### config.mk
export PLATFORM = sky130hd
export DESIGN_NAME = muldiv_ctrl
export DESIGN_NICKNAME = d
export VERILOG_FILES = /design/src/rtl/muldiv_ctrl.sv
export SDC_FILE = /design/constraint.sdc
export NUM_CORES = 1
export LEC_CHECK = 0
export ABC_AREA = 1
export BUFFER_PORTS_ARGS = -buffer_cell sky130_fd_sc_hd__buf_2
export CORE_MARGIN = 4
export CORE_UTILIZATION = 50
export DETAILED_ROUTE_END_ITERATION = 10
export PLACE_DENSITY = 0.67
export SLEW_MARGIN = 10
export SYNTH_ARGS = -nofsm -noshare
export SYNTH_HDL_FRONTEND = slang
export SYNTH_SLANG_ARGS = --single-unit
export TNS_END_PERCENT = 20
### constraint.sdc
create_clock -name i_clk -period 27.6 [get_ports i_clk]
set_clock_uncertainty 0.05 [all_clocks]
set_input_delay 2.76 -clock i_clk [delete_from_list [all_inputs] [get_ports i_clk]]
set_output_delay 2.76 -clock i_clk [all_outputs]
set_load 0.1 [all_outputs]
### src/rtl/muldiv_ctrl.sv
// Iterative mult/multu/div/divu sequencer owning the HI/LO registers.
// Optional MULDIV_EARLY_TERM_EN: multiply leaves RUN once the remaining multiplier bits are zero.
module muldiv_ctrl #(
    parameter int DATA_W = 32
) (
    input  logic              i_clk,
    input  logic              i_rst,
    input  logic              i_con_Start,
    input  logic [2:0]        i_con_Op,
    input  logic [DATA_W-1:0] i_data_A,
    input  logic [DATA_W-1:0] i_data_B,
    output logic              o_con_Busy,
    output logic              o_con_Done,
    output logic              o_con_DivZero,
    output logic [DATA_W-1:0] o_data_Hi,
    output logic [DATA_W-1:0] o_data_Lo
);

    localparam logic [1:0] S_IDLE = 2'd0;
    localparam logic [1:0] S_RUN  = 2'd1;
    localparam logic [1:0] S_FIX  = 2'd2;

    localparam logic [2:0] OP_MULT  = 3'd0;
    localparam logic [2:0] OP_MULTU = 3'd1;
    localparam logic [2:0] OP_DIV   = 3'd2;
    localparam logic [2:0] OP_DIVU  = 3'd3;
    localparam logic [2:0] OP_MTHI  = 3'd4;
    localparam logic [2:0] OP_MTLO  = 3'd5;

    logic [1:0]          state;
    logic [4:0]          cnt;
    logic                is_div;
    logic                neg_q;
    logic                neg_r;
    logic [2*DATA_W-1:0] acc;
    logic [2*DATA_W-1:0] mcand;
    logic [DATA_W-1:0]   mplier;
    logic [DATA_W-1:0]   dvd;
    logic [DATA_W-1:0]   rem;
    logic [DATA_W-1:0]   divisor;
    logic [DATA_W-1:0]   hi_q;
    logic [DATA_W-1:0]   lo_q;
    logic                done_q;
    logic                dz_q;

    logic                is_signed;
    logic                a_neg;
    logic                b_neg;
    logic [DATA_W-1:0]   abs_a;
    logic [DATA_W-1:0]   abs_b;
    logic [2*DATA_W-1:0] acc_nx;
    logic [DATA_W-1:0]   mplier_nx;
    logic [DATA_W:0]     rem_sh;
    logic                rem_ge;
    logic [DATA_W-1:0]   rem_nx;
    logic [DATA_W-1:0]   dvd_nx;
    logic                run_last;
    logic [2*DATA_W-1:0] prod_fix;
    logic [DATA_W-1:0]   quot_fix;
    logic [DATA_W-1:0]   rem_fix;

    // Operand conditioning at issue; abs of the most negative value wraps to itself as unsigned.
    always_comb begin
        is_signed = (i_con_Op == OP_MULT) || (i_con_Op == OP_DIV);
        a_neg     = is_signed && i_data_A[DATA_W-1];
        b_neg     = is_signed && i_data_B[DATA_W-1];
        abs_a     = a_neg ? (~i_data_A + 1'b1) : i_data_A;
        abs_b     = b_neg ? (~i_data_B + 1'b1) : i_data_B;
    end

    always_comb begin
        acc_nx    = mplier[0] ? (acc + mcand) : acc;
        mplier_nx = mplier >> 1;
        rem_sh    = {rem, dvd[DATA_W-1]};
        rem_ge    = rem_sh >= {1'b0, divisor};
        rem_nx    = rem_ge ? (rem_sh[DATA_W-1:0] - divisor) : rem_sh[DATA_W-1:0];
        dvd_nx    = {dvd[DATA_W-2:0], rem_ge};
`ifdef MULDIV_EARLY_TERM_EN
        run_last  = (cnt == 5'd0) || (!is_div && (mplier_nx == '0));
`else
        run_last  = (cnt == 5'd0);
`endif
        prod_fix  = neg_q ? (~acc + 1'b1) : acc;
        quot_fix  = neg_q ? (~dvd + 1'b1) : dvd;
        rem_fix   = neg_r ? (~rem + 1'b1) : rem;
    end

    always_ff @(posedge i_clk or posedge i_rst) begin
        if (i_rst) begin
            state   <= S_IDLE;
            cnt     <= 5'd0;
            is_div  <= 1'b0;
            neg_q   <= 1'b0;
            neg_r   <= 1'b0;
            acc     <= '0;
            mcand   <= '0;
            mplier  <= '0;
            dvd     <= '0;
            rem     <= '0;
            divisor <= '0;
            hi_q    <= '0;
            lo_q    <= '0;
            done_q  <= 1'b0;
            dz_q    <= 1'b0;
        end else begin
            done_q <= 1'b0;
            dz_q   <= 1'b0;
            case (state)
                S_IDLE: begin
                    if (i_con_Start) begin
                        case (i_con_Op)
                            OP_MULT, OP_MULTU, OP_DIV, OP_DIVU: begin
                                if (i_con_Op[1] && (i_data_B == '0)) begin
                                    done_q <= 1'b1;
                                    dz_q   <= 1'b1;
                                end else begin
                                    is_div  <= i_con_Op[1];
                                    neg_q   <= a_neg ^ b_neg;
                                    neg_r   <= a_neg;
                                    acc     <= '0;
                                    mcand   <= {{DATA_W{1'b0}}, abs_a};
                                    mplier  <= abs_b;
                                    dvd     <= abs_a;
                                    rem     <= '0;
                                    divisor <= abs_b;
                                    cnt     <= 5'd31;
                                    state   <= S_RUN;
                                end
                            end
                            OP_MTHI: begin
                                hi_q   <= i_data_A;
                                done_q <= 1'b1;
                            end
                            OP_MTLO: begin
                                lo_q   <= i_data_A;
                                done_q <= 1'b1;
                            end
                            default: ;
                        endcase
                    end
                end
                S_RUN: begin
                    if (is_div) begin
                        rem <= rem_nx;
                        dvd <= dvd_nx;
                    end else begin
                        acc    <= acc_nx;
                        mcand  <= mcand << 1;
                        mplier <= mplier_nx;
                    end
                    cnt <= cnt - 5'd1;
                    if (run_last) begin
                        state <= S_FIX;
                    end
                end
                S_FIX: begin
                    if (is_div) begin
                        lo_q <= quot_fix;
                        hi_q <= rem_fix;
                    end else begin
                        {hi_q, lo_q} <= prod_fix;
                    end
                    done_q <= 1'b1;
                    state  <= S_IDLE;
                end
                default: state <= S_IDLE;
            endcase
        end
    end

    assign o_con_Busy    = (state != S_IDLE);
    assign o_con_Done    = done_q;
    assign o_con_DivZero = dz_q;
    assign o_data_Hi     = hi_q;
    assign o_data_Lo     = lo_q;

endmodule

# == Word-level counts from Yosys, hierarchy flattened ==
# Cells that the tools add are included.
# classes
add_sub_neg,8
n_mul,0
div_mod_pow,0
n_lt_le_gt_ge,1
eq_ne,16
shifts,0
n_mux,56
n_bitwise,7
n_reduce_logical,21
# op_table
operator,n
2-to-1 mux 32 bit,23
2-to-1 mux 64 bit,10
case mux 32 bit (2 select lines),5
case mux 64 bit (2 select lines),2
adder 32 x 1 -> 32 bit (second input constant),4
NOT 32 bit,4
adder 64 x 1 -> 64 bit (second input constant),1
adder 64 bit,1
NOT 64 bit,1
greater-or-equal comparator 33 x 32 -> 1 bit,1
zero test 32 bit,1
subtractor 32 bit,1
2-to-1 mux 5 bit,3
inequality test 2 bit (second input constant),6
AND reduction 4 bit,3
case mux 5 bit (2 select lines),1
AND reduction 5 bit,2
2-to-1 mux 2 bit,4
== test 3 x 2 -> 1 bit (second input constant),2
== test 3 bit (second input constant),2
inequality test 2 x 1 -> 1 bit (second input constant),3
AND reduction 3 bit,2
AND reduction 6 bit,1
nonzero test 2 bit,3
other kinds (16),23
# word_totals
regBits,332
latch_bits,0
mem_bits_rw,0
mem_bits_ro,0
output_inout_bits,67
wordCells,124
n_memories,0

# == Longest topological paths before layout ==
# Gate-level depths: netlist (run 1).
# logic_depth
depth_word,8
ltp_mapped,17

# == Least setup slack after synthesis (run 1) ==
# OpenSTA, ideal clock, no wires.
# synth_path
kind,input -> register
start,in i_data_B[0]
end,reg dvd[11]
setup_time_ns,0.122
arrival_time_ns,4.279
required_time_ns,27.428
setup_slack_ns,23.148
path_stages,13
cell_sequence,inv_1 ha_1 nand3_1 nor2_2 nand2_1 nor3b_2 nand3_2 nand3_2 inv_2 buf_6 buf_6 nand2_1 o21ai_2
# synth_via
elab_chain_len,4
# synth_rtl
element,line_no,rtl
start: declaration,11,"input logic [DATA_W-1:0] i_data_B,"
zero test 32 bit,113,if (i_con_Op[1] && (i_data_B == '0)) begin
logical AND 1 bit,113,
inequality test 2 bit (no source line),n/a,
AND reduction 5 bit (no source line),n/a,
end signal: assignment,123,dvd <= abs_a;
end signal: assignment,145,dvd <= dvd_nx;
end: declaration,38,logic [DATA_W-1:0] dvd;
# Every way passes these cells.
# A chain may end at the register's enable or synchronous reset.

# == Worst setup path in the final report (run 1) ==
# layout_path
start,in i_data_B[0]
end,reg rem[0]
# layout_via
elab_chain_len,4
# layout_rtl
element,line_no,rtl
zero test 32 bit,113,
logical AND 1 bit,113,
inequality test 2 bit (no source line),n/a,
AND reduction 5 bit (no source line),n/a,
end signal: assignment,144,rem <= rem_nx;
end: declaration,39,logic [DATA_W-1:0] rem;
# Every way passes these cells.

==> impl_metrics.env, run 1 <==
export IMPL_run_status="finished clean"
export IMPL_clockBufferDepth=3
export IMPL_overflow=0
export IMPL_fin_crit_sh=0.190
export IMPL_crit_chain="buf_2 > inv_1 > ha_1 > nand3_1 > nor2_2 > nand2_1 > nor3b_2 > nand3_2 > nand3_2 > buf_4 > inv_2 > o21ai_0"
export IMPL_worst_pin_slew_ns=1.18
export IMPL_fin_crit_ns=5.25
export IMPL_globalplace_congestion=0.972
export IMPL_drt_iter0_drc=3270
export IMPL_cp_depth=12
export IMPL_cts_tree="yes"
export IMPL_layout_commonest_cell="nand2_1"
export IMPL_antenna_found_initial=3
export IMPL_drv_cap=0
export IMPL_yosysWarningCount=0
export IMPL_multi_input_area_sq_um=16500
export IMPL_nets=4695
export IMPL_seqCellArea_sq_um=8310
export IMPL_dieArea_sq_um=58600
export IMPL_min_path_type="flip-flop to flip-flop"
export IMPL_drc=0
export IMPL_die_h_microns=242
export IMPL_ant_nets=0
export IMPL_syn_area_per_cell_sq_um=6.15
export IMPL_powerDensity_nw_per_um2=149
export IMPL_vdd_drop_max_mv=0.123
export IMPL_dpl_hpwl_mm=79.7
export IMPL_root_buffer="clkbuf_16"
export IMPL_synth_edf_count=0
export IMPL_synth_cells=4458
export IMPL_cts_hold_buf=0
export IMPL_cpMaxStageDelayCell="inv_2"
export IMPL_crit_type="input pin to flip-flop"
export IMPL_die_w_microns=242
export IMPL_viasPerCell=5.68
export IMPL_ff2ff_path_depth=13
export IMPL_clock_latency_ns=0.58
export IMPL_critPathBufInv=4
export IMPL_slew_viol_final=0
export IMPL_finalInstanceArea_sq_um=30000
export IMPL_initial_core_util=0.507
export IMPL_final_cell_mix="nand2_1, nor2_1, inv_1"
export IMPL_routed_wl_mm=103
export IMPL_cp_max_fo=49
export IMPL_worst_slack_ns=22.35
export IMPL_vias=29800
export IMPL_drive_above_1_share=0.0666
export IMPL_cts_made_buffers=41
export IMPL_cts_clk_slew_worst_paths_ns=0.06
export IMPL_grt_first_pass_wirelength_mm=157
export IMPL_grt_pass1_vias=26500
export IMPL_critPathRequiredTime_ns=28.03
export IMPL_rrSetupSlack_ns=24.09
export IMPL_place_area_sq_um=28500
export IMPL_cp_end_kind="flip-flop"
export IMPL_cp_data_arrival_time_ns=5.67
export IMPL_fp_row_count=85
export IMPL_critical_path_max_stage_delay_ns=0.56
export IMPL_postCtsSetupRepairBufs=0
export IMPL_synth_fp_nets=4632
export IMPL_setup_violations=0
export IMPL_netlist_area_sq_um=27400
export IMPL_synth_top_flop_cell="dfrtp_1"
export IMPL_ys_types=49
export IMPL_grt_usage=0.339
export IMPL_cp_common_cell="nand3_2"
export IMPL_min_path_cells=2
export IMPL_n_fill_cell=5642
export IMPL_ctsResizeCount=0
export IMPL_cp_top_family="buffers and inverters"
export IMPL_async_flop_share=1.00
export IMPL_htreeDepth=2
export IMPL_total_leakage_power_nw=14.9
export IMPL_ys_seq_elements=332
export IMPL_clock_fmax_ghz=0.191
export IMPL_numPortBuffers=136
export IMPL_dpl_worst_slack_ns=21.83
export IMPL_ioPinCount=137
export IMPL_first_pass_iters=6
export IMPL_wire_per_inst_microns=19.6
export IMPL_grt_max_degree=146
export IMPL_setup_tns_ns=0
export IMPL_yosysSeqAreaShare=0.303
export IMPL_rsz0062_at_grt="no"
export IMPL_hold_viol=0
export IMPL_slew_headroom=0.210
export IMPL_cp_start_kind="input pin"
export IMPL_numClockSinks=332
export IMPL_core_sq_um=54000
export IMPL_area_delta_synth_final_pct=9.42
-- routing by layer --
metal	up-vias	part of all wire	wire, microns	GRT usage
li1	14500	-	-	-
met1	13800	0.46	47200	0.516
met2	1377	0.42	43100	0.495
met3	157	0.098	10200	0.0633
met4	4	0.026	2690	0.0867
met5	-	0.00022	23	0
-- power by group --
part | total (mW) | internal, mW | switching (mW)
clock network | 0.586 | 0.353 | 0.233
registers | 0.951 | 0.712 | 0.239
logic | 2.92 | 0.804 | 2.12
-- cells in the mapped netlist (2+ instances only) --
cell,number,area share
o32ai_1,2,0.00064
o21bai_1,12,0.0033
nand3_2,3,0.0011
nor4_1,6,0.0014
fa_1,2,0.0015
nor3_2,2,0.00073
inv_2,7,0.00096
xnor2_1,43,0.014
nand2_1,1392,0.19
o21a_1,5,0.0014
buf_1,16,0.0022
a21o_1,7,0.0019
dfrtp_1,332,0.30
a21boi_0,6,0.0016
clkinv_1,7,0.00096
or2_2,3,0.00069
nand3b_1,16,0.0044
nand4_1,50,0.011
inv_1,520,0.071
a22o_1,14,0.0045
o21ai_0,297,0.054
o31ai_1,11,0.0030
nor3_1,47,0.0086
nor2_2,11,0.0025
a31oi_1,3,0.00069
buf_2,33,0.0060
clkbuf_1,79,0.011
o211ai_1,9,0.0025
xor2_1,30,0.0096
a21oi_1,264,0.048
o21ai_1,65,0.012
and2_1,2,0.00046
o22ai_1,21,0.0048
nor2_1,570,0.078
buf_6,11,0.0045
a22oi_1,3,0.00082
ha_1,102,0.047
o21ai_2,33,0.011
buf_4,2,0.00055
nand3_1,411,0.075
-- final timing paths --
kind	startpoint	end
max	i_data_B[0]	rem[0]$_DFFE_PP0P_
max in group asynchronous	i_rst	mcand[49]$_DFFE_PP0P_
min in group asynchronous	i_rst	o_data_Lo[5]$_DFFE_PP0P_
min	mplier[25]$_DFFE_PP0P_	mplier[25]$_DFFE_PP0P_
min reg2reg	mplier[25]$_DFFE_PP0P_	mplier[25]$_DFFE_PP0P_
max reg2reg	rem[23]$_DFFE_PP0P_	rem[31]$_DFFE_PP0P_
-- worst min-delay path, delay by kind of cell, from the launching register on --
kind,cells,cell delay [ns]
and+or+nand+nor,2,0.10
DFF,1,0.34
-- cell families (layout without fill, tap and decap cells) --
kind of cell,after synthesis,count (layout),synth area share
AO/OA/AOI/OAI,754,754,0.151
XOR/XNOR,73,73,0.0233
adder cells (fa/ha/maj),104,104,0.0480
buffers and inverters,677,771,0.0976
flip-flops,332,332,0.303
multiplexers,1,1,0.000365
other,0,1,0
AND/OR/NAND/NOR,2517,2517,0.377
-- flip-flops by register name, indices dropped and copies added (netlist names) --
name and count:
is_div 1, rem 32, neg_r 1, dvd 32, neg_q 1, mplier 32, acc 64, divisor 32
mcand 64, o_con_DivZero 1, o_data_Hi 32, o_data_Lo 32, cnt 5, o_con_Done 1, state 2
-- stage by stage --
step / utilization / std cells / power, mW / hold slack, ns
2_1_floorplan: - / 4458 / 3.02 / 0.399
3_3_place_gp: 0.528 / 5174 / 3.77 / 0.413
3_5_place_dp: 0.528 / 5174 / 3.79 / 0.416
4_1_cts: 0.555 / 5248 / 4.39 / 0.432
5_1_grt: 0.555 / 5249 / 4.78 / 0.460
6_report: 0.555 / 5249 / 4.46 / 0.425
-- area by class of cell --
type	count	area share
clock inverter	14	0.00685
timing repair buffer	162	0.0296
multi-input combinational	3449	0.549
clock buffer	60	0.0407
inverter	535	0.0673
sequential	332	0.277
antenna	1	0.0000835
tap	696	0.0291
(Power assumes the default switching activity.)
==> run 2: changes to the inputs <==
- clock period: 27.6 -> 5.5 ns (I/O delays scaled with it)
==> run 2 against run 1 <==
Effect of this change: die area unchanged; sequential share of layout area about the same; register-to-register slack worse by 22 ns; via count up 0.11%; worst hold slack worse by 0.17 ns.
==> impl_metrics.env, run 2 (synthesis results as in run 1) <==
export IMPL_run_status="finished clean"
export IMPL_fin_crit_ns=3.50
export IMPL_reg_top3="acc (64), mcand (64)"
export IMPL_worst_slack_ns=2.00
export IMPL_vias=29900
export IMPL_numPortBuffers=136
export IMPL_finalInstanceArea_sq_um=30000
export IMPL_setup_tns_ns=0
export IMPL_grt_first_pass_wirelength_mm=159
export IMPL_critPathRequiredTime_ns=5.93
export IMPL_antenna_cells=0
export IMPL_drive_above_1_share=0.0671
export IMPL_clock_latency_ns=0.59
export IMPL_crit_type="flip-flop to flip-flop"
export IMPL_cts_tree="yes"
export IMPL_area_delta_synth_final_pct=9.39
export IMPL_layout_commonest_cell="nand2_1"
export IMPL_worst_pin_slew_ns=1.09
export IMPL_dpl_worst_slack_ns=2.07
export IMPL_rrSetupSlack_ns=2.00
export IMPL_dpl_hpwl_mm=80.9
export IMPL_grt_pass1_vias=27100
export IMPL_rsz0062_at_grt="no"
export IMPL_cpMaxStageDelayCell="inv_1"
export IMPL_grt_max_degree=151
export IMPL_die_h_microns=242
export IMPL_clock_fmax_ghz=0.286
export IMPL_place_area_sq_um=28600
export IMPL_numClockSinks=332
export IMPL_core_sq_um=54000
export IMPL_routed_wl_mm=104
export IMPL_nets=4699
export IMPL_dieArea_sq_um=58600
export IMPL_clockBufferDepth=3
export IMPL_ctsResizeCount=0
export IMPL_crit_chain="inv_1 > nor2_4 > buf_4 > inv_2 > buf_4 > nor2_4 > buf_4 > inv_1 > o22ai_1"
export IMPL_vdd_drop_max_mv=0.557
export IMPL_cp_start_kind="flip-flop"
export IMPL_viasPerCell=5.69
export IMPL_drt_iter0_drc=3791
export IMPL_total_leakage_power_nw=14.9
export IMPL_min_path_type="input pin to flip-flop"
export IMPL_postCtsSetupRepairBufs=0
export IMPL_powerDensity_nw_per_um2=746
export IMPL_slew_headroom=0.272
export IMPL_drv_cap=0
export IMPL_hold_viol=0
export IMPL_initial_core_util=0.507
export IMPL_cp_end_kind="flip-flop"
export IMPL_first_pass_iters=6
export IMPL_n_fill_cell=5636
export IMPL_die_w_microns=242
export IMPL_wire_per_inst_microns=19.9
export IMPL_cp_data_arrival_time_ns=3.93
export IMPL_cp_common_cell="buf_4"
export IMPL_overflow=0
export IMPL_htreeDepth=2
export IMPL_final_cell_mix="nand2_1, nor2_1, inv_1"
export IMPL_globalplace_congestion=1.01
export IMPL_slew_viol_final=0
export IMPL_power_mw=22.4
export IMPL_ant_nets=0
export IMPL_antenna_found_initial=0
export IMPL_cts_clk_slew_worst_paths_ns=0.07
export IMPL_setup_violations=0
export IMPL_ioPinCount=137
export IMPL_fp_row_count=85
export IMPL_fin_crit_sh=0.636
export IMPL_drc=0
export IMPL_cp_max_fo=76
export IMPL_cts_hold_buf=1
export IMPL_critical_path_max_stage_delay_ns=0.51
export IMPL_cts_made_buffers=41
export IMPL_grt_usage=0.344
export IMPL_root_buffer="clkbuf_16"
[run 2: worst max-delay path: cells and delay by family (launching register included)]
family / cells / cell delay [ns]
AND/OR/NAND/NOR: 2 / 0.27
buffers and inverters: 6 / 2.29
flip-flops: 1 / 0.42
AO/OA/AOI/OAI: 1 / 0.30
[run 2: final cells by class]
class | instances | area, sq um | share of cell area
Clock buffer | 53 | 1090 | 0.0364
Timing Repair Buffer | 166 | 933 | 0.0311
Clock inverter | 22 | 282 | 0.00939
Sequential cell | 332 | 8310 | 0.277
Inverter | 535 | 2010 | 0.0672
Multi-Input combinational cell | 3449 | 16500 | 0.549
Tap cell | 696 | 871 | 0.0291
[run 2: worst paths after layout]
check,start,to,depth (start not counted)
setup reg to reg,state[0]$_DFFE_PP0P_,acc[7]$_DFFE_PP0P_,9
setup / recovery,state[0]$_DFFE_PP0P_,acc[7]$_DFFE_PP0P_,9
hold reg to reg,mplier[24]$_DFFE_PP0P_,mplier[24]$_DFFE_PP0P_,2
max in group asynchronous,i_rst,mcand[48]$_DFFE_PP0P_,4
hold / removal,i_con_Op[1],o_con_DivZero$_DFF_PP0_,3
min in group asynchronous,i_rst,o_data_Lo[4]$_DFFE_PP0P_,3
[run 2: power by group]
part	switching, mW	total, mW	internal, mW
Combinational	10.8	14.8	4.05
Clock	1.19	2.84	1.65
Sequential	1.16	4.73	3.57
Total	13.1	22.4	9.27
[run 2: stage by stage]
stage          cells  utilization  hold WS, ns
2_1_floorplan   4458            -        0.399
3_3_place_gp    5177        0.529        0.414
3_5_place_dp    5177        0.529        0.417
4_1_cts         5253        0.555        0.220
5_1_grt         5253        0.555        0.251
6_report        5253        0.555        0.255
[run 2: per-layer routing]
metal	vias up	GRT usage	wire length [microns]
met5	-	0	0
met4	0	0.0983	3190
met3	169	0.0848	11300
met2	1389	0.506	43800
met1	13800	0.503	46000
li1	14500	-	-
